## src/rtl/nand_addr_cmd_capture.sv

```systemverilog
// Device-side capture of the NAND-style command/address bus: synchronizes the raw
// lines, latches bytes on WE rising edges, reports commands and hands assembled addresses downstream.
module nand_addr_cmd_capture #(
    parameter int ADDR_CYCLES = 4,
    parameter int SYNC_STAGES = 2
) (
    input  logic                     clk,
    input  logic                     rst,
    input  logic                     ce_n,
    input  logic                     cle,
    input  logic                     ale,
    input  logic                     we_n,
    input  logic [7:0]               iox,
    output logic                     cmd_valid,
    output logic [7:0]               cmd,
    output logic                     addr_valid,
    output logic [8*ADDR_CYCLES-1:0] addr,
    input  logic                     addr_ready,
    output logic                     proto_err,
    output logic                     overflow,
    output logic [1:0]               dbg_state
);

    localparam int CW = $clog2(ADDR_CYCLES + 1);
    localparam logic [CW-1:0] LAST = CW'(ADDR_CYCLES - 1);

    typedef enum logic [1:0] {
        S_IDLE    = 2'd0,
        S_COLLECT = 2'd1,
        S_HOLD    = 2'd2
    } state_t;

    // Handshake: addr is transferred on any clk edge where addr_valid && addr_ready;
    // addr_valid never drops and addr never changes until that transfer happens.

    logic [SYNC_STAGES-1:0] ce_sync_q, cle_sync_q, ale_sync_q, we_sync_q;
    logic [7:0]             io_sync_q [SYNC_STAGES];
    logic                   we_prev_q;

    // Synchronizers reset to the idle bus so reset release cannot fake a WE edge.
    always_ff @(posedge clk or negedge rst) begin
        if (!rst) begin
            ce_sync_q  <= '1;
            cle_sync_q <= '0;
            ale_sync_q <= '0;
            we_sync_q  <= '1;
            we_prev_q  <= 1'b1;
            for (int i = 0; i < SYNC_STAGES; i++) io_sync_q[i] <= '0;
        end else begin
            ce_sync_q  <= {ce_sync_q[SYNC_STAGES-2:0], ce_n};
            cle_sync_q <= {cle_sync_q[SYNC_STAGES-2:0], cle};
            ale_sync_q <= {ale_sync_q[SYNC_STAGES-2:0], ale};
            we_sync_q  <= {we_sync_q[SYNC_STAGES-2:0], we_n};
            we_prev_q  <= we_sync_q[SYNC_STAGES-1];
            io_sync_q[0] <= iox;
            for (int i = 1; i < SYNC_STAGES; i++) io_sync_q[i] <= io_sync_q[i-1];
        end
    end

    logic       ce_s, cle_s, ale_s, we_s, latch;
    logic       is_cmd, is_addr, is_bad;
    logic [7:0] io_s;

    assign ce_s    = ce_sync_q[SYNC_STAGES-1];
    assign cle_s   = cle_sync_q[SYNC_STAGES-1];
    assign ale_s   = ale_sync_q[SYNC_STAGES-1];
    assign we_s    = we_sync_q[SYNC_STAGES-1];
    assign io_s    = io_sync_q[SYNC_STAGES-1];
    assign latch   = we_s & ~we_prev_q & ~ce_s;
    assign is_cmd  = latch & cle_s & ~ale_s;
    assign is_addr = latch & ~cle_s & ale_s;
    assign is_bad  = latch & cle_s & ale_s;

    state_t                   state_q, state_d;
    logic [CW-1:0]            count_q, count_d;
    logic [8*ADDR_CYCLES-1:0] addr_q, addr_d;
    logic [7:0]               cmd_q, cmd_d;
    logic                     cmd_valid_q, cmd_valid_d;
    logic                     proto_err_q, proto_err_d;
    logic                     overflow_q, overflow_d;

    always_ff @(posedge clk or negedge rst) begin
        if (!rst) begin
            state_q     <= S_IDLE;
            count_q     <= '0;
            addr_q      <= '0;
            cmd_q       <= '0;
            cmd_valid_q <= 1'b0;
            proto_err_q <= 1'b0;
            overflow_q  <= 1'b0;
        end else begin
            state_q     <= state_d;
            count_q     <= count_d;
            addr_q      <= addr_d;
            cmd_q       <= cmd_d;
            cmd_valid_q <= cmd_valid_d;
            proto_err_q <= proto_err_d;
            overflow_q  <= overflow_d;
        end
    end

    always_comb begin
        state_d     = state_q;
        count_d     = count_q;
        addr_d      = addr_q;
        cmd_d       = is_cmd ? io_s : cmd_q;
        cmd_valid_d = is_cmd;
        proto_err_d = is_bad;
        overflow_d  = overflow_q;
        case (state_q)
            S_IDLE: begin
                if (is_addr) begin
                    addr_d[7:0] = io_s;
                    if (ADDR_CYCLES == 1) begin
                        state_d = S_HOLD;
                        count_d = '0;
                    end else begin
                        state_d = S_COLLECT;
                        count_d = CW'(1);
                    end
                end
            end
            S_COLLECT: begin
                if (is_addr) begin
                    for (int i = 0; i < ADDR_CYCLES; i++) begin
                        if (count_q == CW'(i)) addr_d[8*i +: 8] = io_s;
                    end
                    if (count_q == LAST) begin
                        state_d = S_HOLD;
                        count_d = '0;
                    end else begin
                        count_d = count_q + CW'(1);
                    end
                end else if (is_cmd) begin
                    proto_err_d = 1'b1;
                    state_d     = S_IDLE;
                    count_d     = '0;
                end
                // Byte handling above runs first; a deselected chip then aborts the phase.
                if (ce_s && state_d == S_COLLECT) begin
                    proto_err_d = 1'b1;
                    state_d     = S_IDLE;
                    count_d     = '0;
                end
            end
            S_HOLD: begin
                if (is_addr) overflow_d = 1'b1;
                if (addr_ready) state_d = S_IDLE;
            end
            default: begin
                state_d = S_IDLE;
                count_d = '0;
            end
        endcase
    end

    assign cmd_valid  = cmd_valid_q;
    assign cmd        = cmd_q;
    assign addr_valid = (state_q == S_HOLD);
    assign addr       = addr_q;
    assign proto_err  = proto_err_q;
    assign overflow   = overflow_q;
    assign dbg_state  = state_q;

endmodule

```

## config.mk

```make
export PLATFORM = sky130hd
export DESIGN_NAME = nand_addr_cmd_capture
export DESIGN_NICKNAME = d
export VERILOG_FILES = /design/src/rtl/nand_addr_cmd_capture.sv
export SDC_FILE = /design/constraint.sdc
export NUM_CORES = 1
export LEC_CHECK = 0
export CORE_MARGIN = 3
export CORE_UTILIZATION = 53
export DETAILED_ROUTE_END_ITERATION = 8
export PLACE_DENSITY = 0.84
export SYNTH_ARGS = -nofsm -noshare
export SYNTH_HDL_FRONTEND = slang
export SYNTH_SLANG_ARGS = --single-unit
```

## constraint.sdc

```tcl
create_clock -name clk -period 4.1 [get_ports clk]
set_input_delay 0.41 -clock clk [delete_from_list [all_inputs] [get_ports clk]]
set_output_delay 0.41 -clock clk [all_outputs]
set_load 0.02 [all_outputs]
```

# == Word level (Yosys, flattened, before mapping) ==
# Cells that the tools add are included.
# word_totals
mem_count,0
ff_bits,73
inputBits,15
romBits,0
ram_bits,0
out_inout_bits,46
word_cells,74
latch_bits,0
# op_classes
reduce_logical,11
n_bitwise,12
n_shift,0
multipliers,0
add_sub_neg,1
n_eq_ne,11
div_mod_pow,0
magnitude_cmp,0
muxes,22
# ops
operator,count
8-bit 2-to-1 mux,3
8-bit case mux with 2 select lines,1
3-bit 2-to-1 mux,5
2-bit 2-to-1 mux,7
3-bit AND reduction,4
3-bit case mux with 3 select lines,1
1-bit bitwise AND,7
"3-bit by 2-bit equality test with 1-bit output, second input constant",2
"2-bit != test, second input constant",3
2-bit case mux with 3 select lines,1
1-bit NOT,5
"2-bit by 1-bit equality test with 1-bit output, second input constant",2
1-bit 2-to-1 mux,4
"4-bit != test, second input constant",1
2-bit AND reduction,2
4-bit AND reduction,1
"3-bit by 1-bit adder with 3-bit output, second input constant",1
"3-bit by 1-bit equality test with 1-bit output, second input constant",1
3-bit zero test,1
"2-bit equality test, second input constant",1
2-bit zero test,1
"2-bit by 1-bit != test with 1-bit output, second input constant",1
2-bit nonzero test,1
1-bit logical AND,1

# == Longest topological paths before layout ==
# Gate-level depths: netlist of the first run.
# depth
word_depth,12
mapped_depth,5
depth_no_buf,5

# == Worst setup path before layout of the first run ==
# OpenSTA, ideal clock, no wires.
# synth_timing
path_type,register -> register
startpoint,register state_q[1] (netlist: dbg_state[1])
endpoint,register addr_q[24] (netlist: addr[24])
path_buffers,0
t_arrival_ns,1.904
required_time_ns,3.975
setup_ns,0.125
synth_period_minus_slack_ns,2.029
stages_incl_launch_ff,4
setup_slack_ns,2.071
path_cell_list,dfrtp_1 > or4b_4 > nor4_4 > mux2_2
# synth_via
elab_chain_cells,2
# synth_lines
element,line,text
from (decl),74,"state_t state_q, state_d;"
from (signal assigned),92,state_q <= state_d;
2-bit by 1-bit equality test with 1-bit output,110,case (state_q)
3-bit AND reduction (no line),-,
to (signal assigned),94,addr_q <= addr_d;
to (decl),76,"logic [8*ADDR_CYCLES-1:0] addr_q, addr_d;"
# No other way between the ends.
# A chain may end at the register's enable or synchronous reset.

# == Worst setup path after layout of the first run ==
# layout_timing
startpoint,register we_sync_q[1]
endpoint,register addr_q[28] (netlist: addr[28])
# layout_via
elab_chain_cells,5
# layout_lines
element,line,text
from (decl),36,"logic [SYNC_STAGES-1:0] ce_sync_q, cle_sync_q, ale_sync_q, we_sync_q;"
from (signal assigned),53,"we_sync_q <= {we_sync_q[SYNC_STAGES-2:0], we_n};"
1-bit bitwise AND (2 in series),69,assign latch = we_s & ~we_prev_q & ~ce_s;
1-bit bitwise AND (2 in series),71,assign is_addr = latch & ~cle_s & ale_s;
3-bit AND reduction (no line),-,
# No other way between the ends.

==> results.md, run 1 <==
| Metric | Reported | Unit |
|---|---|---|
| Number of antenna violations at the first check in global routing | 0 | - |
| Worst setup EP type | register | - |
| Die span in y | 76.9 | um |
| Setup slack of the most critical reg-to-reg path | 1.80 | ns |
| Met3 track utilization from global routing | 0.0610 | - |
| Number of register bits inferred by synthesis | 73 | - |
| Top area cells in the synthesized netlist | sky130_fd_sc_hd__dfrtp_1 64%, sky130_fd_sc_hd__mux2_2 17%, sky130_fd_sc_hd__dfstp_2 4.9% | - |
| Area enclosed by the die boundary | 5920 | um^2 |
| WP data required | 4.32 | ns |
| I/O pins | 61 | - |
| Worst Path Arrival | 2.52 | ns |
| Min Tclk post-route | 2.30 | ns |
| Fin Setup TNS | 0 | ns |
| Final hold viol count | 0 | - |
| Placeable core region | 4790 | um^2 |
| Drc violations | 0 | - |
| Resized Gates After CTS | 0 | - |
| Series of cell instances along the critical path | or4b_4 -> nor4_4 -> mux2_2 | - |
| Count of distinct cell types in the synthesized netlist | 32 | - |
| Setup-violating endpoint count in the final report | 0 | - |
| Number of routed nets with antenna violations | 0 | - |
| Outcome | complete, no violations | - |
| Vias in the first global route | 1,655 | - |
| Total nets after synthesis | 182 | - |
| Detailed placer's ending HPWL | 3.58 | mm |
| Deepest clock path buffer count | 2 | - |
| DR vias | 1,584 | - |
| Depth of the worst register-to-register path | 3 | - |
| Share of Yosys cell area claimed by the top area cell type | 0.638 | - |
| Maximum number of pins on one net before global-route repair | 41 | - |
| Total detailed-routing wirelength | 5.23 | mm |
| GR Layer Usage met2 | 0.328 | - |
| Layout Nets | 252 | - |
| Unrepaired setup endpoints after global routing | false | - |
| Biggest area consumer among synthesized cells | sky130_fd_sc_hd__dfrtp_1 | - |
| Slack of the critical path | 1.80 | ns |
| Average cell area after synthesis | 16.4 | um^2 |
| Clock-pin slew on the worst setup and hold paths | 0.07 | ns |
| Highest cell delay on the worst timing path | 0.66 | ns |
| Number of hold buffers added after CTS | 0 | - |
| Antenna fix cells | 0 | - |
| Share of synthesized area occupied by flip-flops and latches | 0.687 | - |
| Final Max Slew Viols | 0 | - |
| Number of instances in the synthesized netlist | 163 | - |
| Number of fill cells in the layout | 316 | - |
| Die span in x | 76.9 | um |
| Count of warnings emitted by yosys | 0 | - |
| Launch instance of the worst register-to-register path | we_sync_q[1] | - |
| Bufs and invs on worst path | 0 | - |
| CTS H-tree depth | 3 | - |
| First-iteration detailed-routing DRC count | 89 | - |
| Worst setup SP type | register | - |
| Total power density per cell area | 432 | nW/um^2 |
| Overall fraction of global-route tracks in use | 0.197 | - |
| Max-slew headroom at the worst pin | 0.421 | - |
| Overflow left after global routing | 0 | - |
| Met1 Usage GRT | 0.232 | - |
| Peak-usage layer in the global routing report | met2 | - |
| Placement Rows | 25 | - |
| Clock tree from TritonCTS | done | - |
| Min-delay worst type | in -> async | - |
| Crit path max fanout | 9 | - |
| Worst-case vdd ir drop | 0.394 | mV |
| TritonCTS buffer count | 9 | - |
| Total standard cell area after synthesis | 2670 | um^2 |
| Critical-path top delay cell | sky130_fd_sc_hd__nor4_4 | - |
| Max Fclk | 435 | MHz |
| Critical setup path kind | reg -> reg | - |
| Library cell used as clock root buffer | sky130_fd_sc_hd__clkbuf_8 | - |
| Setup WS pre-CTS | 1.82 | ns |
| Share of layout cells above drive strength 1 | 0.298 | - |
| Placer congestion estimate | 0.832 | - |
| Most common library cell in the layout ignoring fill and taps | sky130_fd_sc_hd__dfrtp_1 | - |
| I/O Buffers | 60 | - |
| Final hold slack | 0.180 | ns |
| Wire per inst | 17.1 | um |
| First-pass GRT wire length | 8.61 | mm |
| Slew of the pin with the lowest slew margin | 0.868 | ns |
| Detail-routed via count per cell | 5.19 | - |
| Cell leakage power | 1.58 | nW |
| Clock net sink count | 73 | - |
| Initial core utilization | 0.557 | - |
| Cell family contributing the most delay on the critical path | simple AND/OR/NAND/NOR gates | - |
| Most used cells in the layout excluding fill and tap cells | 68 x sky130_fd_sc_hd__dfrtp_1, 59 x sky130_fd_sc_hd__clkdlybuf4s50_1, 40 x sky130_fd_sc_hd__mux2_2, 10 x sky130_fd_sc_hd__clkbuf_8, 6 x sky130_fd_sc_hd__nor2b_1 | - |
| Core occupancy in the finished layout | 0.735 | - |
| Maxcap violations | 0 | - |
| End of the worst register-to-register path | addr[28] | - |
| Clk_skew | 0.00479 | ns |
| Area added between synthesis and finish | 31.9 | % |
| Post-route fraction of the period consumed by the critical path | 0.560 | - |
| PnR Total Power | 1.52 | mW |
| First-pass detailed-route iteration total | 4 | - |
| Post-CTS setup repair buffer count | 0 | - |
| Worst-Skew Late Latency | 0.34 | ns |
layout make-up:
type	instances	area [um^2]	area share
Clock inverter	6	33.8	0.00961
Inverter	4	15.0	0.00427
Sequential cell	73	1830	0.521
Timing Repair Buffer	61	603	0.171
Clock buffer	10	138	0.0391
Tap cell	67	83.8	0.0238
Multi-Input combinational cell	84	811	0.231
cell usage after synthesis, drive strengths merged:
cell type and count:
dfstp 5, and4bb 1, nand3b 1, nand4 2
nor2 3, a2111oi 1, nor2b 6, a31oi 1
a211oi 1, clkbuf 2, nand3 2, or2b 1
a31o 1, a21oi 4, nor4b 1, ha 4
nor3b 1, or4b 1, mux2i 1, inv 4
or4bb 1, o21ai 1, dfrtp 68, a311o 1
o31ai 1, mux2 40, o22ai 2, xor2 1
nand2b 3, nor4 1, a21o 1
layer usage:
metal,wire [um],vias to the layer above
met3,232,9
met5,0,-
met1,2150,808
li1,-,726
met4,113,0
met2,2730,41
worst max-delay path by stage:
stage                       from        to  slack, ns  depth (start not counted)
finish              we_sync_q[1]  addr[28]       1.80                          3
global route        we_sync_q[1]  addr[25]       1.73                          3
CTS                 we_sync_q[1]  addr[28]       1.81                          3
detailed placement  we_sync_q[1]  addr[28]       1.82                          3
global placement    we_sync_q[1]  addr[31]       1.86                          3
floorplan           dbg_state[1]  addr[24]       2.07                          3
state kept, by name, summed over array words and instances, names as in the netlist, 3 cells and up:
signal,flops
addr,32
cmd,8
count_q,3
io_s,8
io_sync_q,8
power breakdown:
group,internal (mW),total (mW),switching (mW)
combinational,0.118,0.223,0.105
sequential,0.777,0.813,0.0356
clock,0.231,0.482,0.251
cells by family after synthesis:
family	after synthesis	share of synthesized area
fa+ha+maj	4	0.0188
xor+xnor	1	0.00329
mux	41	0.173
buf+inv	6	0.00845
compound gates	14	0.0404
simple gates	24	0.0690
flops	73	0.687
through the flow:
stage | instances | area (um^2)
4_1_cts | 305 | 3520
3_3_place_gp | 289 | 3350
5_1_grt | 305 | 3520
2_1_floorplan | 163 | 2670
3_5_place_dp | 289 | 3350
6_report | 305 | 3520
Power figures use the tool's default switching activity.
==> run 2: changes to the inputs <==
--- a/config.mk
+++ b/config.mk
@@ -6,9 +6,9 @@
 export NUM_CORES = 1
 export LEC_CHECK = 0
 export CORE_MARGIN = 3
-export CORE_UTILIZATION = 53
+export CORE_UTILIZATION = 44
 export DETAILED_ROUTE_END_ITERATION = 8
-export PLACE_DENSITY = 0.84
+export PLACE_DENSITY = 0.74
 export SYNTH_ARGS = -nofsm -noshare
 export SYNTH_HDL_FRONTEND = slang
 export SYNTH_SLANG_ARGS = --single-unit
==> constraint.sdc (replaced) <==
create_clock -name clk -period 2 [get_ports clk]
set_input_delay 0.2 -clock clk [delete_from_list [all_inputs] [get_ports clk]]
set_output_delay 0.2 -clock clk [all_outputs]
set_load 0.02 [all_outputs]
==> run 2 against run 1 <==
  * Via count grew 3.3%
  * Count of clock-buffer cells in the layout increased by 5
  * Clock skew hardly changed
  * Highest routed layer unchanged
  * Critical path depth is 1 higher
  * Worst hold slack better by 0.091 ns
  * Global-route usage fell by 2.7 points
==> results.md, run 2 (synthesis results as in run 1) <==
| Metric | Reported | Unit | vs previous |
|---|---|---|---|
| Outcome | complete, no violations | - |  |
| Instance area at placement | 3500 | um^2 | +4.5% |
| Post-route fraction of the period consumed by the critical path | 0.956 | - | +0.396 |
| WP data required | 2.22 | ns | -2.10 ns |
| Start point of the worst hold path | ce_n | - |  |
| DR vias | 1,637 | - | +3.3% |
| Maximum number of pins on one net before global-route repair | 31 | - | -24% |
| Total power density per cell area | 868 | nW/um^2 | +100% |
| Setup slack of the most critical reg-to-reg path | 0.09 | ns | -1.72 ns |
| Unrepaired setup endpoints after global routing | false | - |  |
| Min-delay worst type | in -> reg | - |  |
| Final instance area | 3700 | um^2 | +5.3% |
| Worst setup path startpoint | we_sync_q[1] | - |  |
| Vias in the first global route | 1,817 | - | +9.8% |
| I/O pins | 61 | - | unchanged |
| CTS H-tree depth | 3 | - | unchanged |
| Series of cell instances along the critical path | or4b_4 -> a211oi_4 -> buf_6 -> mux2_2 | - |  |
| Area added between synthesis and finish | 38.9 | % |  |
| Detail-routed via count per cell | 5.01 | - | -3.6% |
| Area enclosed by the die boundary | 7030 | um^2 | +19% |
| Antenna fix cells | 0 | - | unchanged |
| Worst hold path depth | 1 | - |  |
| Worst-Skew Late Latency | 0.33 | ns | about the same |
| Depth of the worst register-to-register path | 4 | - | +1 |
| Worst setup SP type | register | - |  |
| Total detailed-routing wirelength | 5.35 | mm | +2.4% |
| Overall fraction of global-route tracks in use | 0.169 | - | -0.0272 |
| Final hold viol count | 0 | - | unchanged |
| First-pass GRT wire length | 9.16 | mm | +6.3% |
| Max Fclk | 523 | MHz | +20% |
| Launch instance of the worst register-to-register path | we_sync_q[1] | - |  |
| Area of all sequential standard cells | 1830 | um^2 | unchanged |
| Die span in y | 83.8 | um | +9.0% |
| Layout Nets | 269 | - | +6.7% |
| Clock net sink count | 73 | - | unchanged |
| Maxcap violations | 0 | - | unchanged |
| Max-slew headroom at the worst pin | 0.681 | - | +0.260 |
| Number of antenna violations at the first check in global routing | 0 | - | unchanged |
| First-iteration detailed-routing DRC count | 67 | - | -25% |
| Worst setup path endpoint | addr[2] | - |  |
| Max FFs per register | 32 | - | unchanged |
| Wire per inst | 16.4 | um | -4.5% |
| Die span in x | 83.8 | um | +9.0% |
| Deepest clock path buffer count | 2 | - | unchanged |
| Share of layout cells above drive strength 1 | 0.329 | - | +0.0311 |
| Drc violations | 0 | - | unchanged |
| Min Tclk post-route | 1.91 | ns | -0.385 ns |
| Number of fill cells in the layout | 419 | - | +33% |
| I/O Buffers | 60 | - | unchanged |
| Fin Setup TNS | 0 | ns | unchanged |
| Final Max Slew Viols | 0 | - | unchanged |
| TritonCTS buffer count | 9 | - | unchanged |
| Critical-path top delay cell | sky130_fd_sc_hd__dfstp_2 | - |  |
| Detailed placer's ending HPWL | 3.86 | mm | +8.0% |
| Highest cell delay on the worst timing path | 0.57 | ns | -0.09 ns |
| Worst-case vdd ir drop | 0.714 | mV | +81% |
| Most used cells in the layout excluding fill and tap cells | 68 x sky130_fd_sc_hd__dfrtp_1, 58 x sky130_fd_sc_hd__clkdlybuf4s50_1, 40 x sky130_fd_sc_hd__mux2_2, 12 x sky130_fd_sc_hd__clkbuf_8, 12 x sky130_fd_sc_hd__buf_4 | - |  |
| First-pass detailed-route iteration total | 4 | - | unchanged |
| Slew of the pin with the lowest slew margin | 0.478 | ns | -0.390 ns |
| Initial core utilization | 0.470 | - | -0.0873 |
| Library cell used as clock root buffer | sky130_fd_sc_hd__clkbuf_8 | - |  |
| Clock tree from TritonCTS | done | - |  |
| Overflow left after global routing | 0 | - | unchanged |
| Placer congestion estimate | 0.770 | - | -7.5% |
| End of the worst register-to-register path | addr[2] | - |  |
| Placeable core region | 5680 | um^2 | +19% |
| Area used by multi-input combinational logic | 811 | um^2 | unchanged |
| Clock-pin slew on the worst setup and hold paths | 0.07 | ns | about the same |
| Setup-violating endpoint count in the final report | 0 | - | unchanged |
| Worst Path Arrival | 2.13 | ns | -0.39 ns |
| Cell leakage power | 1.68 | nW | +6.2% |
| Placement Rows | 27 | - | +8.0% |
| Most common library cell in the layout ignoring fill and taps | sky130_fd_sc_hd__dfrtp_1 | - |  |
| Number of routed nets with antenna violations | 0 | - | unchanged |
| Critical setup path kind | reg -> reg | - |  |
| Crit path max fanout | 7 | - | -2 |
| Clk_skew | 0.00445 | ns | -0.000335 ns |
| Worst setup EP type | register | - |  |
run 2: cell types whose count changed in the layout (fill, tap and decap cells not counted):
| cell | before | now |
|---|---|---|
| sky130_fd_sc_hd__clkdlybuf4s50_1 | 59 | 58 |
| sky130_fd_sc_hd__dlygate4sd3_1 | 0 | 1 |
| sky130_fd_sc_hd__clkinv_2 | 5 | 0 |
| sky130_fd_sc_hd__buf_4 | 1 | 12 |
| sky130_fd_sc_hd__buf_12 | 0 | 2 |
| sky130_fd_sc_hd__dlygate4sd2_1 | 0 | 1 |
| sky130_fd_sc_hd__clkbuf_8 | 10 | 12 |
| sky130_fd_sc_hd__buf_6 | 0 | 3 |
| sky130_fd_sc_hd__clkbuf_1 | 0 | 3 |
run 2: final cells by class:
cell class                 instances  share of cell area
multi-input combinational         84               0.219
clock buffer                      15              0.0477
clock inverter                     1             0.00237
sequential                        73               0.495
timing repair buffer              78               0.208
inverter                           4             0.00406
tap                               72              0.0243
run 2: worst min path at each step:
stage | to | slack (ns)
floorplan | addr[0] | -0.1
global route | ce_sync_q[0] | 0.27
detailed placement | cmd_valid | 0.19
global placement | addr[10] | 0.18
finish | ce_sync_q[0] | 0.27
CTS | ce_sync_q[0] | 0.26
run 2: critical path: cells and delay by family, from the launching register on:
| family | cells | cell delay (ns) |
|---|---|---|
| and+or+nand+nor | 1 | 0.52 |
| buffers and inverters | 1 | 0.15 |
| DFF | 1 | 0.57 |
| muxes | 1 | 0.32 |
| AOI/OAI and AO/OA | 1 | 0.23 |
run 2: through the flow:
| stage | setup slack [ns] | power (mW) | utilization | cells | hold slack [ns] |
|---|---|---|---|---|---|
| floorplan | 0.0467 | 1.89 | - | 163 | -0.0956 |
| global placement | 0.0871 | 2.17 | 0.616 | 310 | 0.181 |
| detailed placement | 0.0648 | 2.18 | 0.616 | 310 | 0.187 |
| CTS | 0.0473 | 3.24 | 0.650 | 327 | 0.259 |
| global route | 0.0188 | 3.35 | 0.652 | 327 | 0.266 |
| finish | 0.0882 | 3.21 | 0.652 | 327 | 0.271 |
run 2: power breakdown:
part / switching, mW / internal, mW / leakage, nW
registers: 0.0699 / 1.59 / 0.922
logic: 0.228 / 0.258 / 0.667
clock network: 0.509 / 0.557 / 0.0939
total: 0.807 / 2.41 / 1.68
run 2: repair_timing:
item,in CTS,in global routing
gates cloned,0,0
hold endpoints to repair,18,0
endpoints found under the setup margin,1,12
pin swaps,0,1
gates resized for setup,1,3
hold buffers,1,0
buffers inserted,0,0
run 2: routing by layer:
layer | wire length, um | GRT usage | share of wire
met2 | 2690 | 0.273 | 0.50
met1 | 2380 | 0.216 | 0.44
met5 | 0 | 0 | 0
met3 | 208 | 0.0365 | 0.039
met4 | 69 | 0.0833 | 0.013
==> run 3: changes to the inputs <==
--- a/config.mk
+++ b/config.mk
@@ -6,9 +6,10 @@
 export NUM_CORES = 1
 export LEC_CHECK = 0
 export CORE_MARGIN = 3
-export CORE_UTILIZATION = 44
+export CORE_UTILIZATION = 49
 export DETAILED_ROUTE_END_ITERATION = 8
-export PLACE_DENSITY = 0.74
+export PLACE_DENSITY = 0.78
+export SLEW_MARGIN = 20
 export SYNTH_ARGS = -nofsm -noshare
 export SYNTH_HDL_FRONTEND = slang
 export SYNTH_SLANG_ARGS = --single-unit
==> constraint.sdc (replaced) <==
create_clock -name clk -period 2.03 [get_ports clk]
set_input_delay 0.203 -clock clk [delete_from_list [all_inputs] [get_ports clk]]
set_output_delay 0.203 -clock clk [all_outputs]
set_load 0.02 [all_outputs]
==> run 3 against run 2 <==
  * Clock skew up 0.0066 ns
  * Die area decreased by 9.5%
  * Routed wire length increased by 3.6%
  * Via count is 0.12% lower
  * Global-route usage grew 2.6 points
  * Sequential cell count did not move
  * Worst setup slack got worse by 0.015 ns
  * Power fell by 4.5%
  * Clock power shrank 11%
  * Non-clock buffer count increased by 1
  * Cell count shrank 0.61%
==> results.md, run 3 (synthesis results as in run 1) <==
| Metric | Reported | Unit | vs previous |
|---|---|---|---|
| Outcome | complete, no violations | - |  |
| Number of routed nets with antenna violations | 0 | - | unchanged |
| Drc violations | 0 | - | unchanged |
| Layout Nets | 270 | - | +0.37% |
| Overflow left after global routing | 0 | - | unchanged |
| Worst setup EP type | register | - |  |
| CTS H-tree depth | 3 | - | unchanged |
| Placement Rows | 26 | - | -3.7% |
| Max FFs per register | 32 | - | unchanged |
| Library cell used as clock root buffer | sky130_fd_sc_hd__clkbuf_8 | - |  |
| Most common library cell in the layout ignoring fill and taps | sky130_fd_sc_hd__dfrtp_1 | - |  |
| Cell-internal power | 2.29 | mW | -5.0% |
| Worst-Skew Late Latency | 0.33 | ns | about the same |
| Worst setup SP type | register | - |  |
| Setup-violating endpoint count in the final report | 0 | - | unchanged |
| Placer congestion estimate | 0.850 | - | +10% |
| TritonCTS buffer count | 9 | - | unchanged |
| I/O Buffers | 60 | - | unchanged |
| First-pass detailed-route iteration total | 4 | - | unchanged |
| Number of antenna violations at the first check in global routing | 0 | - | unchanged |
| First-iteration detailed-routing DRC count | 59 | - | -12% |
| Maximum number of pins on one net before global-route repair | 26 | - | -16% |
| Total detailed-routing wirelength | 5.54 | mm | +3.6% |
| Final hold slack | 0.287 | ns | +0.0160 ns |
| Max Fclk | 511 | MHz | -2.3% |
| Area enclosed by the die boundary | 6360 | um^2 | -9.5% |
| Switching component of the power | 782 | uW | -3.0% |
| Clock net sink count | 73 | - | unchanged |
| Vias in the first global route | 1,694 | - | -6.8% |
| Share of layout cells above drive strength 1 | 0.337 | - | +0.00784 |
| Combinational fraction of design power | 0.154 | - | +0.003 |
| Post-CTS setup repair buffer count | 0 | - | unchanged |
| Fin Setup TNS | 0 | ns | unchanged |
| Die span in x | 79.8 | um | -4.9% |
| Critical setup path kind | reg -> reg | - |  |
| Number of fill cells in the layout | 356 | - | -15% |
| Area added between synthesis and finish | 37.6 | % |  |
| Clock-pin slew on the worst setup and hold paths | 0.07 | ns | about the same |
| Unrepaired setup endpoints after global routing | true | - |  |
| DR vias | 1,635 | - | -0.12% |
| Placeable core region | 5170 | um^2 | -8.9% |
| Final hold viol count | 0 | - | unchanged |
| Detailed placer's ending HPWL | 4.04 | mm | +4.5% |
| Total power density per cell area | 837 | nW/um^2 | -3.6% |
| Clock tree from TritonCTS | done | - |  |
| Maxcap violations | 0 | - | unchanged |
| Overall fraction of global-route tracks in use | 0.195 | - | +0.0258 |
| Crit path max fanout | 7 | - | unchanged |
| Die span in y | 79.8 | um | -4.9% |
| Most used cells in the layout excluding fill and tap cells | 68 x sky130_fd_sc_hd__dfrtp_1, 59 x sky130_fd_sc_hd__clkdlybuf4s50_1, 40 x sky130_fd_sc_hd__mux2_2, 16 x sky130_fd_sc_hd__buf_4, 10 x sky130_fd_sc_hd__clkbuf_8 | - |  |
| Switching portion of total power | 0.255 | - | +0.00399 |
| Final Max Slew Viols | 0 | - | unchanged |
| PnR Total Power | 3.07 | mW | -4.5% |
| WP data required | 2.24 | ns | +0.02 ns |
| Clk_skew | 0.0110 | ns | +0.00659 ns |
| Min-delay worst type | in -> reg | - |  |
| Portion of total power attributed to sequential cells | 0.535 | - | +0.018 |
| Antenna fix cells | 0 | - | unchanged |
| Worst-case vdd ir drop | 0.530 | mV | -26% |
| I/O pins | 61 | - | unchanged |
| Post-route fraction of the period consumed by the critical path | 0.964 | - | +0.00820 |
| Cell leakage power | 1.67 | nW | -1.1% |
| Worst Path Arrival | 2.17 | ns | +0.04 ns |
| Wire per inst | 17.1 | um | +4.2% |
| Deepest clock path buffer count | 2 | - | unchanged |
| First-pass GRT wire length | 9.09 | mm | -0.68% |
| Slew of the pin with the lowest slew margin | 0.580 | ns | +0.102 ns |
| Detail-routed via count per cell | 5.03 | - | +0.49% |
| Share of total power in the clock network | 0.311 | - | -0.021 |
| Min Tclk post-route | 1.96 | ns | +0.0453 ns |
| Initial core utilization | 0.515 | - | +0.0457 |
| Max-slew headroom at the worst pin | 0.614 | - | -0.0678 |
run 3: cell count changes in the layout (fill, tap and decap cells not counted), moves of 2 or more:
cell / previous run / this run
sky130_fd_sc_hd__buf_4: 12 / 16
sky130_fd_sc_hd__clkbuf_8: 12 / 10
sky130_fd_sc_hd__buf_6: 3 / 1
sky130_fd_sc_hd__clkinv_2: 0 / 2
run 3: power groups by stage:
stage          registers, mW  logic, mW  clock network (mW)
3_3_place_gp            1.67      0.466                   0
5_1_grt                 1.66      0.504                1.05
4_1_cts                 1.64      0.481               0.976
6_report                1.64      0.474               0.953
3_5_place_dp            1.67      0.478                   0
2_1_floorplan           1.76      0.105                   0
run 3: what timing repair did:
| item | in CTS | in global routing |
|---|---|---|
| resized for setup | 0 | 3 |
| setup endpoints to repair | 0 | 10 |
| hold endpoints to repair | 20 | 0 |
| hold buffers | 1 | 0 |
run 3: cell type report:
type	count	area, um^2	share of cell area
sequential	73	1830	0.500
multi-input combinational	84	813	0.222
inverter	4	15.0	0.00409
clock buffer	12	145	0.0396
timing repair buffer	79	757	0.206
clock inverter	3	17.5	0.00477
tap	70	87.6	0.0239
run 3: final timing paths:
path | cells after the start | slack (ns) | start | endpoint
max reg2reg | 4 | 0.07 | we_sync_q[1] | addr[0]
min reg2reg | 0 | 0.34 | cle_sync_q[0] | cle_sync_q[1]
min | 1 | 0.29 | ce_n | ce_sync_q[0]
max in group asynchronous | 3 | 1.02 | rst | we_sync_q[0]
min in group asynchronous | 2 | 0.40 | rst | addr[22]
max | 4 | 0.07 | we_sync_q[1] | addr[0]
run 3: layer usage:
layer,part of all wire,wire length [um],vias up,global-route usage
li1,-,-,759,-
met2,0.48,2640,50,0.295
met1,0.46,2550,821,0.273
met4,0.0065,36,0,0.0608
met3,0.057,317,5,0.0587
met5,0,0,-,0
run 3: critical path, stage by stage, from the launching register on:
cell and delay, ns:
sky130_fd_sc_hd__dfstp_2 0.57, sky130_fd_sc_hd__or4b_4 0.53, sky130_fd_sc_hd__a211oi_4 0.24, sky130_fd_sc_hd__buf_4 0.17, sky130_fd_sc_hd__mux2_2 0.33
run 3: through the flow:
stage	setup WS [ns]	utilization	instances	instance area, um^2
2_1_floorplan	0.00149	-	163	2670
3_3_place_gp	0.0906	0.673	308	3480
3_5_place_dp	0.0150	0.673	308	3480
4_1_cts	0.00278	0.707	324	3650
5_1_grt	-0.000376	0.709	325	3670
6_report	0.0729	0.709	325	3670
